===== config.mk =====
export PLATFORM = sky130hd
export DESIGN_NAME = pid_incr_ctrl_flat
export DESIGN_NICKNAME = d
export VERILOG_FILES = /design/src/rtl/pid_pkg.sv /design/src/rtl/pid_if.sv /design/src/rtl/pid_mac.sv /design/src/rtl/pid_incr_ctrl.sv /design/src/flat_wrapper.sv
export SDC_FILE = /design/constraint.sdc
export NUM_CORES = 1
export LEC_CHECK = 0
export CAP_MARGIN = 10
export CORE_MARGIN = 2
export CORE_UTILIZATION = 45
export DETAILED_ROUTE_END_ITERATION = 8
export REMOVE_ABC_BUFFERS = 1
export SLEW_MARGIN = 25
export SYNTH_ARGS = -nofsm -noshare
export SYNTH_HDL_FRONTEND = slang
export SYNTH_SLANG_ARGS = --single-unit

===== constraint.sdc =====
create_clock -name CLK -period 11.9 [get_ports CLK]
set_input_delay 1.785 -clock CLK [delete_from_list [all_inputs] [get_ports CLK]]
set_output_delay 1.785 -clock CLK [all_outputs]
set_load 0.02 [all_outputs]

===== src/rtl/pid_pkg.sv =====
// pid_pkg: shared state encoding, accumulator sizing and saturation limits for the PID controller
package pid_pkg;
  typedef enum logic [2:0] {IDLE, MUL_P, MUL_I, MUL_D, UPD} state_e;
  function automatic int acc_w(input int dw, input int gw);
    return dw + gw + 6;
  endfunction
  function automatic logic signed [63:0] smax(input int w);
    return (64'sd1 <<< (w - 1)) - 64'sd1;
  endfunction
  function automatic logic signed [63:0] smin(input int w);
    return -(64'sd1 <<< (w - 1));
  endfunction
endpackage


===== src/rtl/pid_if.sv =====
// pid_if: measurement handshake and controller result bus
interface pid_if #(
  parameter int DW = 16,
  parameter int UW = 20,
  parameter int STEP_W = 4
);
  logic                     meas_valid;
  logic                     meas_ready;
  logic [DW-1:0]            meas;
  logic                     out_valid;
  logic signed [UW-1:0]     u_out;
  logic signed [STEP_W-1:0] du_step;
  logic                     sat_hi;
  logic                     sat_lo;
  modport master (output meas_valid, meas, input meas_ready, out_valid, u_out, du_step, sat_hi, sat_lo);
  modport slave (input meas_valid, meas, output meas_ready, out_valid, u_out, du_step, sat_hi, sat_lo);
endinterface


===== src/rtl/pid_mac.sv =====
// pid_mac: registered signed multiply-accumulate with load/accumulate select
module pid_mac #(
  parameter int AW = 9,
  parameter int BW = 19,
  parameter int ACC_W = 30
) (
  input  logic                    CLK,
  input  logic                    rst_n,
  input  logic                    i_clr,
  input  logic                    i_en,
  input  logic                    i_load,
  input  logic signed [AW-1:0]    i_a,
  input  logic signed [BW-1:0]    i_b,
  output logic signed [ACC_W-1:0] o_acc
);
  logic signed [AW+BW-1:0]  w_prod;
  logic signed [ACC_W-1:0]  w_prod_ext;
  logic signed [ACC_W-1:0]  r_acc;
  assign w_prod = i_a * i_b;
  assign w_prod_ext = {{(ACC_W-AW-BW){w_prod[AW+BW-1]}}, w_prod};
  assign o_acc = r_acc;
  // load the first product of a sample, add the following ones
  always_ff @(posedge CLK or negedge rst_n)
    if (!rst_n) r_acc <= '0;
    else if (i_clr) r_acc <= '0;
    else if (i_en) r_acc <= (i_load ? '0 : r_acc) + w_prod_ext;
endmodule


===== src/rtl/pid_incr_ctrl.sv =====
// pid_incr_ctrl: velocity-form PID loop with periodic sample request and saturated actuator
module pid_incr_ctrl
  import pid_pkg::*;
#(
  parameter int DW = 16,
  parameter int GW = 8,
  parameter int FRAC = 4,
  parameter int UW = 20,
  parameter int STEP_W = 4,
  parameter int DIV = 20_000_000
) (
  input  logic          CLK,
  input  logic          rst_n,
  input  logic          en,
  input  logic          clear,
  input  logic [DW-1:0] target,
  input  logic [GW-1:0] kp,
  input  logic [GW-1:0] ki,
  input  logic [GW-1:0] kd,
  output logic          req_sample,
  pid_if.slave          bus
);
  localparam int ACC_W = acc_w(DW, GW);
  localparam int CW = $clog2(DIV);
  localparam logic [2:0] S_IDLE = IDLE;
  localparam logic [2:0] S_MUL_P = MUL_P;
  localparam logic [2:0] S_MUL_I = MUL_I;
  localparam logic [2:0] S_MUL_D = MUL_D;
  localparam logic [2:0] S_UPD = UPD;
  localparam logic signed [63:0] U_MAX = smax(UW);
  localparam logic signed [63:0] U_MIN = smin(UW);
  localparam logic signed [63:0] S_MAX = smax(STEP_W);
  localparam logic signed [63:0] S_MIN = -S_MAX;
  logic [CW-1:0]            r_cnt;
  logic [2:0]               r_state;
  logic signed [DW:0]       r_e0, r_e1, r_e2;
  logic [GW-1:0]            r_kp, r_ki, r_kd;
  logic signed [UW-1:0]     r_u;
  logic signed [STEP_W-1:0] r_step;
  logic                     r_sat_hi, r_sat_lo, r_out_valid;
  logic                     w_accept, w_mac_en;
  logic [GW-1:0]            w_gain;
  logic signed [GW:0]       w_a;
  logic signed [DW+1:0]     w_d1;
  logic signed [DW+2:0]     w_d2, w_b;
  logic signed [ACC_W-1:0]  w_acc, w_du;
  logic signed [63:0]       w_du64, w_sum;
  logic signed [UW-1:0]     w_u_next;
  logic signed [STEP_W-1:0] w_step_next;
  assign req_sample = en && r_cnt == CW'(DIV - 1);
  assign bus.meas_ready = r_state == S_IDLE && en && !clear;
  assign bus.out_valid = r_out_valid;
  assign bus.u_out = r_u;
  assign bus.du_step = r_step;
  assign bus.sat_hi = r_sat_hi;
  assign bus.sat_lo = r_sat_lo;
  assign w_accept = bus.meas_valid && bus.meas_ready;
  assign w_mac_en = r_state == S_MUL_P || r_state == S_MUL_I || r_state == S_MUL_D;
  assign w_d1 = {r_e0[DW], r_e0} - {r_e1[DW], r_e1};
  assign w_d2 = {{2{r_e0[DW]}}, r_e0} - {r_e1[DW], r_e1, 1'b0} + {{2{r_e2[DW]}}, r_e2};
  assign w_gain = r_state == S_MUL_P ? r_kp : r_state == S_MUL_I ? r_ki : r_kd;
  assign w_a = {1'b0, w_gain};
  assign w_b = r_state == S_MUL_P ? {w_d1[DW+1], w_d1} : r_state == S_MUL_I ? {{2{r_e0[DW]}}, r_e0} : w_d2;
  assign w_du = w_acc >>> FRAC;
  assign w_du64 = {{(64-ACC_W){w_du[ACC_W-1]}}, w_du};
  assign w_sum = {{(64-UW){r_u[UW-1]}}, r_u} + w_du64;
  assign w_u_next = w_sum >= U_MAX ? U_MAX[UW-1:0] : w_sum <= U_MIN ? U_MIN[UW-1:0] : w_sum[UW-1:0];
  assign w_step_next = w_du64 > S_MAX ? S_MAX[STEP_W-1:0] : w_du64 < S_MIN ? S_MIN[STEP_W-1:0] : w_du64[STEP_W-1:0];
  pid_mac #(.AW(GW + 1), .BW(DW + 3), .ACC_W(ACC_W)) u_mac (
    .CLK    (CLK),
    .rst_n  (rst_n),
    .i_clr  (clear),
    .i_en   (w_mac_en),
    .i_load (r_state == S_MUL_P),
    .i_a    (w_a),
    .i_b    (w_b),
    .o_acc  (w_acc)
  );
  // sample timer; restarts from zero whenever en drops
  always_ff @(posedge CLK or negedge rst_n)
    if (!rst_n) r_cnt <= '0;
    else r_cnt <= (!en || r_cnt == CW'(DIV - 1)) ? '0 : r_cnt + CW'(1);
  // sequencer: accept, three MAC steps, update; states are numbered in visiting order
  always_ff @(posedge CLK or negedge rst_n)
    if (!rst_n) r_state <= S_IDLE;
    else if (clear) r_state <= S_IDLE;
    else r_state <= r_state == S_IDLE ? (w_accept ? S_MUL_P : S_IDLE) : r_state == S_UPD ? S_IDLE : r_state + 3'd1;
  // snapshot error and gains on accept so later input changes cannot disturb the calculation
  always_ff @(posedge CLK or negedge rst_n)
    if (!rst_n) begin
      r_e0 <= '0;
      r_kp <= '0;
      r_ki <= '0;
      r_kd <= '0;
    end else if (w_accept) begin
      r_e0 <= {1'b0, target} - {1'b0, bus.meas};
      r_kp <= kp;
      r_ki <= ki;
      r_kd <= kd;
    end
  // results, history and saturation flags move only on UPD; clear drops everything in flight
  always_ff @(posedge CLK or negedge rst_n)
    if (!rst_n) begin
      r_e1 <= '0;
      r_e2 <= '0;
      r_u <= '0;
      r_step <= '0;
      r_sat_hi <= 1'b0;
      r_sat_lo <= 1'b0;
      r_out_valid <= 1'b0;
    end else if (clear) begin
      r_e1 <= '0;
      r_e2 <= '0;
      r_u <= '0;
      r_step <= '0;
      r_sat_hi <= 1'b0;
      r_sat_lo <= 1'b0;
      r_out_valid <= 1'b0;
    end else begin
      r_out_valid <= r_state == S_UPD;
      if (r_state == S_UPD) begin
        r_e2 <= r_e1;
        r_e1 <= r_e0;
        r_u <= w_u_next;
        r_step <= w_step_next;
        r_sat_hi <= w_sum >= U_MAX;
        r_sat_lo <= w_sum <= U_MIN;
      end
    end
endmodule

===== src/flat_wrapper.sv =====
// flat-port wrapper written by rule: the top's interface ports become plain ports
module pid_incr_ctrl_flat import pid_pkg::*;
#(
  parameter int DW = 16,
  parameter int GW = 8,
  parameter int FRAC = 4,
  parameter int UW = 20,
  parameter int STEP_W = 4,
  parameter int DIV = 20_000_000
)
  (CLK, rst_n, en, clear, target, kp, ki, kd, req_sample, bus_meas_valid, bus_meas, bus_meas_ready, bus_out_valid, bus_u_out, bus_du_step, bus_sat_hi, bus_sat_lo);
  pid_if #(.DW(DW), .UW(UW), .STEP_W(STEP_W)) bus_i ();
  input  logic CLK;
  input  logic rst_n;
  input  logic en;
  input  logic clear;
  input  logic [DW-1:0] target;
  input  logic [GW-1:0] kp;
  input  logic [GW-1:0] ki;
  input  logic [GW-1:0] kd;
  output logic req_sample;
  input wire logic [$bits(bus_i.meas_valid)-1:0] bus_meas_valid;
  input wire logic [$bits(bus_i.meas)-1:0] bus_meas;
  output wire logic [$bits(bus_i.meas_ready)-1:0] bus_meas_ready;
  output wire logic [$bits(bus_i.out_valid)-1:0] bus_out_valid;
  output wire logic [$bits(bus_i.u_out)-1:0] bus_u_out;
  output wire logic [$bits(bus_i.du_step)-1:0] bus_du_step;
  output wire logic [$bits(bus_i.sat_hi)-1:0] bus_sat_hi;
  output wire logic [$bits(bus_i.sat_lo)-1:0] bus_sat_lo;
  assign bus_i.meas_valid = bus_meas_valid;
  assign bus_i.meas = bus_meas;
  assign bus_meas_ready = bus_i.meas_ready;
  assign bus_out_valid = bus_i.out_valid;
  assign bus_u_out = bus_i.u_out;
  assign bus_du_step = bus_i.du_step;
  assign bus_sat_hi = bus_i.sat_hi;
  assign bus_sat_lo = bus_i.sat_lo;
  pid_incr_ctrl #(.DW(DW), .GW(GW), .FRAC(FRAC), .UW(UW), .STEP_W(STEP_W), .DIV(DIV)) u_core (.CLK(CLK), .rst_n(rst_n), .en(en), .clear(clear), .target(target), .kp(kp), .ki(ki), .kd(kd), .req_sample(req_sample), .bus(bus_i));
endmodule

After elaboration in Yosys (flattened, before gate mapping)
Cells that the tools add are included.
{ "totals": {"out_inout_bits": 29, "regBits": 160} }
{ "op_classes": {"reduce_logical": 12, "multipliers": 1, "eq_ne": 5, "mux": 29, "add_sub_neg": 8, "magnitude_cmp": 4} }
{ "op_table": {"columns": ["op", "count"], "rows": [
  ["$mux W30", 3],
  ["$mux W20", 4],
  ["$mux W17", 4],
  ["$ge A64 B20 Y1 const B", 1],
  ["$le A64 B20 Y1 const B", 1],
  ["$mux W19", 2],
  ["$add A30 B30 Y30", 1],
  ["$mul A9 B19 Y28", 1],
  ["$add A20 B26 Y27", 1],
  ["$gt A26 B4 Y1 const B", 1],
  ["$lt A26 B4 Y1 const B", 1],
  ["$add A25 B1 Y25 const B", 1],
  ["$eq A25 B25 Y1 const B", 1],
  ["$mux W25", 1],
  ["$add A19 B19 Y19", 1],
  ["$sub A17 B18 Y19", 1],
  ["$sub A17 B17 Y18", 1],
  ["$sub A16 B16 Y17", 1],
  ["$mux W4", 4],
  ["$mux W8", 2],
  ["$mux W3", 3],
  ["$eq A3 B2 Y1 const B", 2],
  ["$mux W1", 6],
  ["$logic_and A1 B1 Y1", 4],
  ["other kinds (7)", 11]
]} }

Logic depth before layout (Yosys ltp)
{ "logic_depth": {"word_depth": 8, "ltp_mapped": 46, "ltp_nobuf": 46} }

By module
Synthesis repeated with hierarchy kept, for this count alone.
{ "hier_totals": {"hier_cells": 2147, "hier_area_um2": 18768.0} }
{ "modules_own_cells": {"columns": ["module", "cells_per_inst", "n_inst", "seq_area_each_um2", "area_each_um2"], "rows": [
  ["pid_incr_ctrl", 1235, 1, 3253.1, 10476.3],
  ["pid_mac", 912, 1, 750.7, 8291.7]
]} }

Worst setup path after synthesis
No wires, ideal clock.
{ "synth_timing": {"path_type": "reg2reg", "start": "register u_core.r_e2[2]", "end": "register u_core.u_mac.r_acc[28] (netlist: u_core.u_mac.o_acc[28])", "slack_ns": 2.760, "setup_time_ns": 0.121, "arrival_time_ns": 9.019, "stages_incl_launch_ff": 41, "required_time_ns": 11.779, "path_buffers": 0, "period_less_slack_ns": 9.140, "path_cell_list": "dfrtp_1 > inv_1 > fa_1 > inv_1 > ha_1 > a21oi_1 > o21bai_1 > a21oi_1 > o21bai_1 > a2111oi_0 > o31ai_1 > a21o_1 > a21oi_1 > o311ai_0 > a31oi_1 > nand2b_1 > fa_1 > inv_1 > [... 5 more ...] > ha_1 > a21o_1 > a21oi_1 > o21ai_0 > nand2_1 > nand2_1 > a21oi_1 > xnor2_1 > ha_1 > a21oi_1 > o21ai_0 > a2111o_1 > a31oi_1 > o31ai_1 > a2111oi_0 > nor3_1 > xor2_1 > a22o_1"} }
{ "synth_between": {"elab_chain_cells": 7} }
{ "synth_rtl": {"columns": ["item", "line_no", "rtl"], "rows": [
  ["start, declared", "pid_incr_ctrl.sv:36", "logic signed [DW:0] r_e0, r_e1, r_e2;"],
  ["start signal, assigned", "pid_incr_ctrl.sv:122", "r_e2 <= r_e1;"],
  ["$add A19 B19 Y19", "pid_incr_ctrl.sv:60", "assign w_d2 = {{2{r_e0[DW]}}, r_e0} - {r_e1[DW], r_e1, 1'b0} + {{2{r_e2[DW]}}, r_e2};"],
  ["$mux W19 (2 in series)", "pid_incr_ctrl.sv:63", "assign w_b = r_state == S_MUL_P ? {w_d1[DW+1], w_d1} : r_state == S_MUL_I ? {{2{r_e0[DW]}}, r_e0} : w_d2;"],
  ["$mul A9 B19 Y28", "pid_mac.sv:19", "assign w_prod = i_a * i_b;"],
  ["$add A30 B30 Y30", "pid_mac.sv:26", "else if (i_en) r_acc <= (i_load ? '0 : r_acc) + w_prod_ext;"],
  ["$mux W30", "pid_mac.sv:26", null],
  ["$mux W30", "pid_mac.sv:25", "else if (i_clr) r_acc <= '0;"],
  ["end signal, assigned", "pid_mac.sv:26", null],
  ["end, declared", "pid_mac.sv:18", "logic signed [ACC_W-1:0] r_acc;"]
]} }
No other way between the ends. The select of a mux whose other input is x is not followed.
A chain may end at the register's enable or synchronous reset.

Worst setup path after layout
Same ends and word-level chain as after synthesis.

==> metrics.txt <==
min-delay worst type reg2reg; synth warn 0; Initial Util 45.4%; H-tree levels 4; setup_tns 0 ns; Clk Latency, worst-skew pair 0.47 ns; CP Data Required Time 12.26 ns; Crit Path Class reg2reg; max-slew violations 0; flop and latch count out of synthesis 160; Detail Placement HPWL 32400 um; crit start category register; clock sinks 160; vias per inst 5.25; WL/cell 14.8 um; GRT Total Usage 20.5%; most frequent cells in the layout inv_1, nand2_1, ha_1; die area 41600 um2; r2r startpoint u_core.r_e2[2]; first-pass GRT wire length 69500 um; RSZ-0062 raised after global routing no; 1st-iter DRT viols 582; vias in the first global route 14600; Reg2Reg Setup Slack 1.58 ns; GPL Wtd Cong 0.866; register area 4000 um2; area of the multi-input gates 12600 um2; Crit-path slowest cell a2111oi_0; min-delay src u_core.bus.sat_lo; cell area after synthesis 18000 um2; Routed Antenna Nets 0; CP max stage delay 0.68 ns; I/O Pins 90; synth-to-layout area growth 11.7%; Die Height 204 um; postcts setup bufs 0; worst-path fanout max 8; CTS tree done; Most used DFF post-synth dfrtp_1; post-synthesis cell count 2119; Worst EP arrival 10.68 ns; min cycle time layout 10.32 ns; layout cells sized above 1 4.68%; # resized after CTS 0; Yosys cell types 75; commonest non-fill, non-tap cell in the layout inv_1; hold_buf cts 0; Synth top area share 22.2%; drt first pass iters 5; post-synth top area cell dfrtp_1; fin crit share 86.7%; Slew HR 29.9%; status finished, final reports clean; Post-synth EDFFs 0; Crit. End Element register; largest net degree at the start of global routing 98; Clk pin slew, worst setup/hold paths 0.07 ns; sequential fraction of the synthesis area 22.2%; fmax 96.9 MHz; nets 2558; Die Width 204 um; site row count 73; I/O Buffers 89; Final Hold Fails 0; DRT Wirelength 40200 um; Vias 14300; Reg2Reg Depth 41; MaxCap Viol Count 0; fillers 3850; worst-margin pin slew 1.05 ns; RR Endpoint u_core.u_mac.o_acc[28]; hold_ws 0.476 ns; Longest Clk Path Bufs 2; core area 39600 um2; synth top area cells dfrtp_1, fa_1, ha_1, inv_1, nand2_1; final setup fails 0; CTS buffer count 17; clk_skew 0.0130 ns; Syn Area/Cell 8.50 um2; ANT cells 0; Async SR Flop Fraction 100%; Clock Tree Root clkbuf_16; drc violations 0; GRT overflow 0; hold path endpoint u_core.bus.sat_lo; initial antenna violation count 0; Hold Path Depth 2
final cells by class:
cell class                 instances  share of cell area (%)
clock buffer                      17                    2.12
clock inverter                    15                   0.890
inverter                         322                    6.01
multi-input combinational       1580                    62.6
sequential                       160                    19.9
tap                              525                    3.27
timing repair buffer             106                    5.17
registers in the layout (all words and copies together) (netlist names):
signal                flops
u_core.r_e2              17
u_core.r_e1              17
u_core.r_ki               8
u_core.r_kd               8
u_core.u_mac.o_acc       30
u_core.r_kp               8
u_core.r_e0              17
u_core.bus.sat_lo         1
u_core.bus.sat_hi         1
u_core.bus.out_valid      1
u_core.r_cnt             25
u_core.r_state            3
u_core.bus.u_out         20
u_core.bus.du_step        4
metrics by stage:
| step | instance area, um2 | utilization (%) | setup slack [ns] | cells |
|---|---|---|---|---|
| floorplan | 17800 | - | 2.10 | 2062 |
| global placement | 19500 | 49.1 | 1.79 | 2692 |
| detailed placement | 19500 | 49.1 | 1.62 | 2692 |
| CTS | 20100 | 50.7 | 1.56 | 2724 |
| global route | 20100 | 50.7 | 0.563 | 2725 |
| finish | 20100 | 50.7 | 1.58 | 2725 |
per-layer routing:
metal / track usage (%) / routed length, um / vias to the layer above
met1: 26.2 / 18800 / 6768
met3: 2.77 / 1030 / 54
met2: 35.5 / 19200 / 184
li1: - / - / 7305
met4: 7.58 / 1090 / 0
met5: 0 / 0 / -
Yosys cell counts, drive strengths merged, types with 4 or more instances:
cell type	number
inv	322
nand2	198
ha	176
dfrtp	160
nor2	160
fa	134
a21oi	119
o21ai	105
xnor2	74
nor2b	57
xor2	53
a21o	46
clkbuf	44
nand3	41
nor3	39
nand2b	33
mux2	25
o31ai	23
a22o	21
and3	21
a221o	19
nor4	18
a31oi	16
o21bai	16
or3	16
a211oi	15
o21a	15
or2	14
buf	13
nand4	13
o211ai	13
and2	12
a21boi	8
mux2i	6
and4	5
o31a	5
a211o	4
a311oi	4
nor4b	4
or4	4
worst max-delay path by stage:
stage | start | end | slack, ns | cells past startpoint
3_3_place_gp | u_core.r_e2[2] | u_core.u_mac.o_acc[28] | 1.79 | 40
3_5_place_dp | u_core.r_e1[1] | u_core.u_mac.o_acc[28] | 1.62 | 39
4_1_cts | u_core.r_e0[2] | u_core.u_mac.o_acc[28] | 1.56 | 41
6_report | u_core.r_e2[2] | u_core.u_mac.o_acc[28] | 1.58 | 41
2_1_floorplan | u_core.r_state[1] | u_core.u_mac.o_acc[28] | 2.10 | 35
5_1_grt | u_core.r_e2[2] | u_core.u_mac.o_acc[29] | 0.56 | 42
critical path, delay by kind of cell (launching register included):
family	cells	cell delay [ns]
xor+xnor	3	0.48
fa+ha+maj	8	3.65
flops	1	0.35
buf+inv	5	0.25
simple gates	5	0.80
compound gates	20	4.67
logic make-up after synthesis:
logic type      Yosys count  share of synthesized area, %
buf+inv                 379                          7.98
fa+ha+maj               310                          27.1
flops                   160                          22.2
xor+xnor                128                          6.30
compound gates          464                          17.2
mux                      31                          1.90
simple gates            647                          17.3
Power is left out: the tool's default activity adds up to more than one toggle a clock period on the data nets, which glitch-free logic cannot reach.
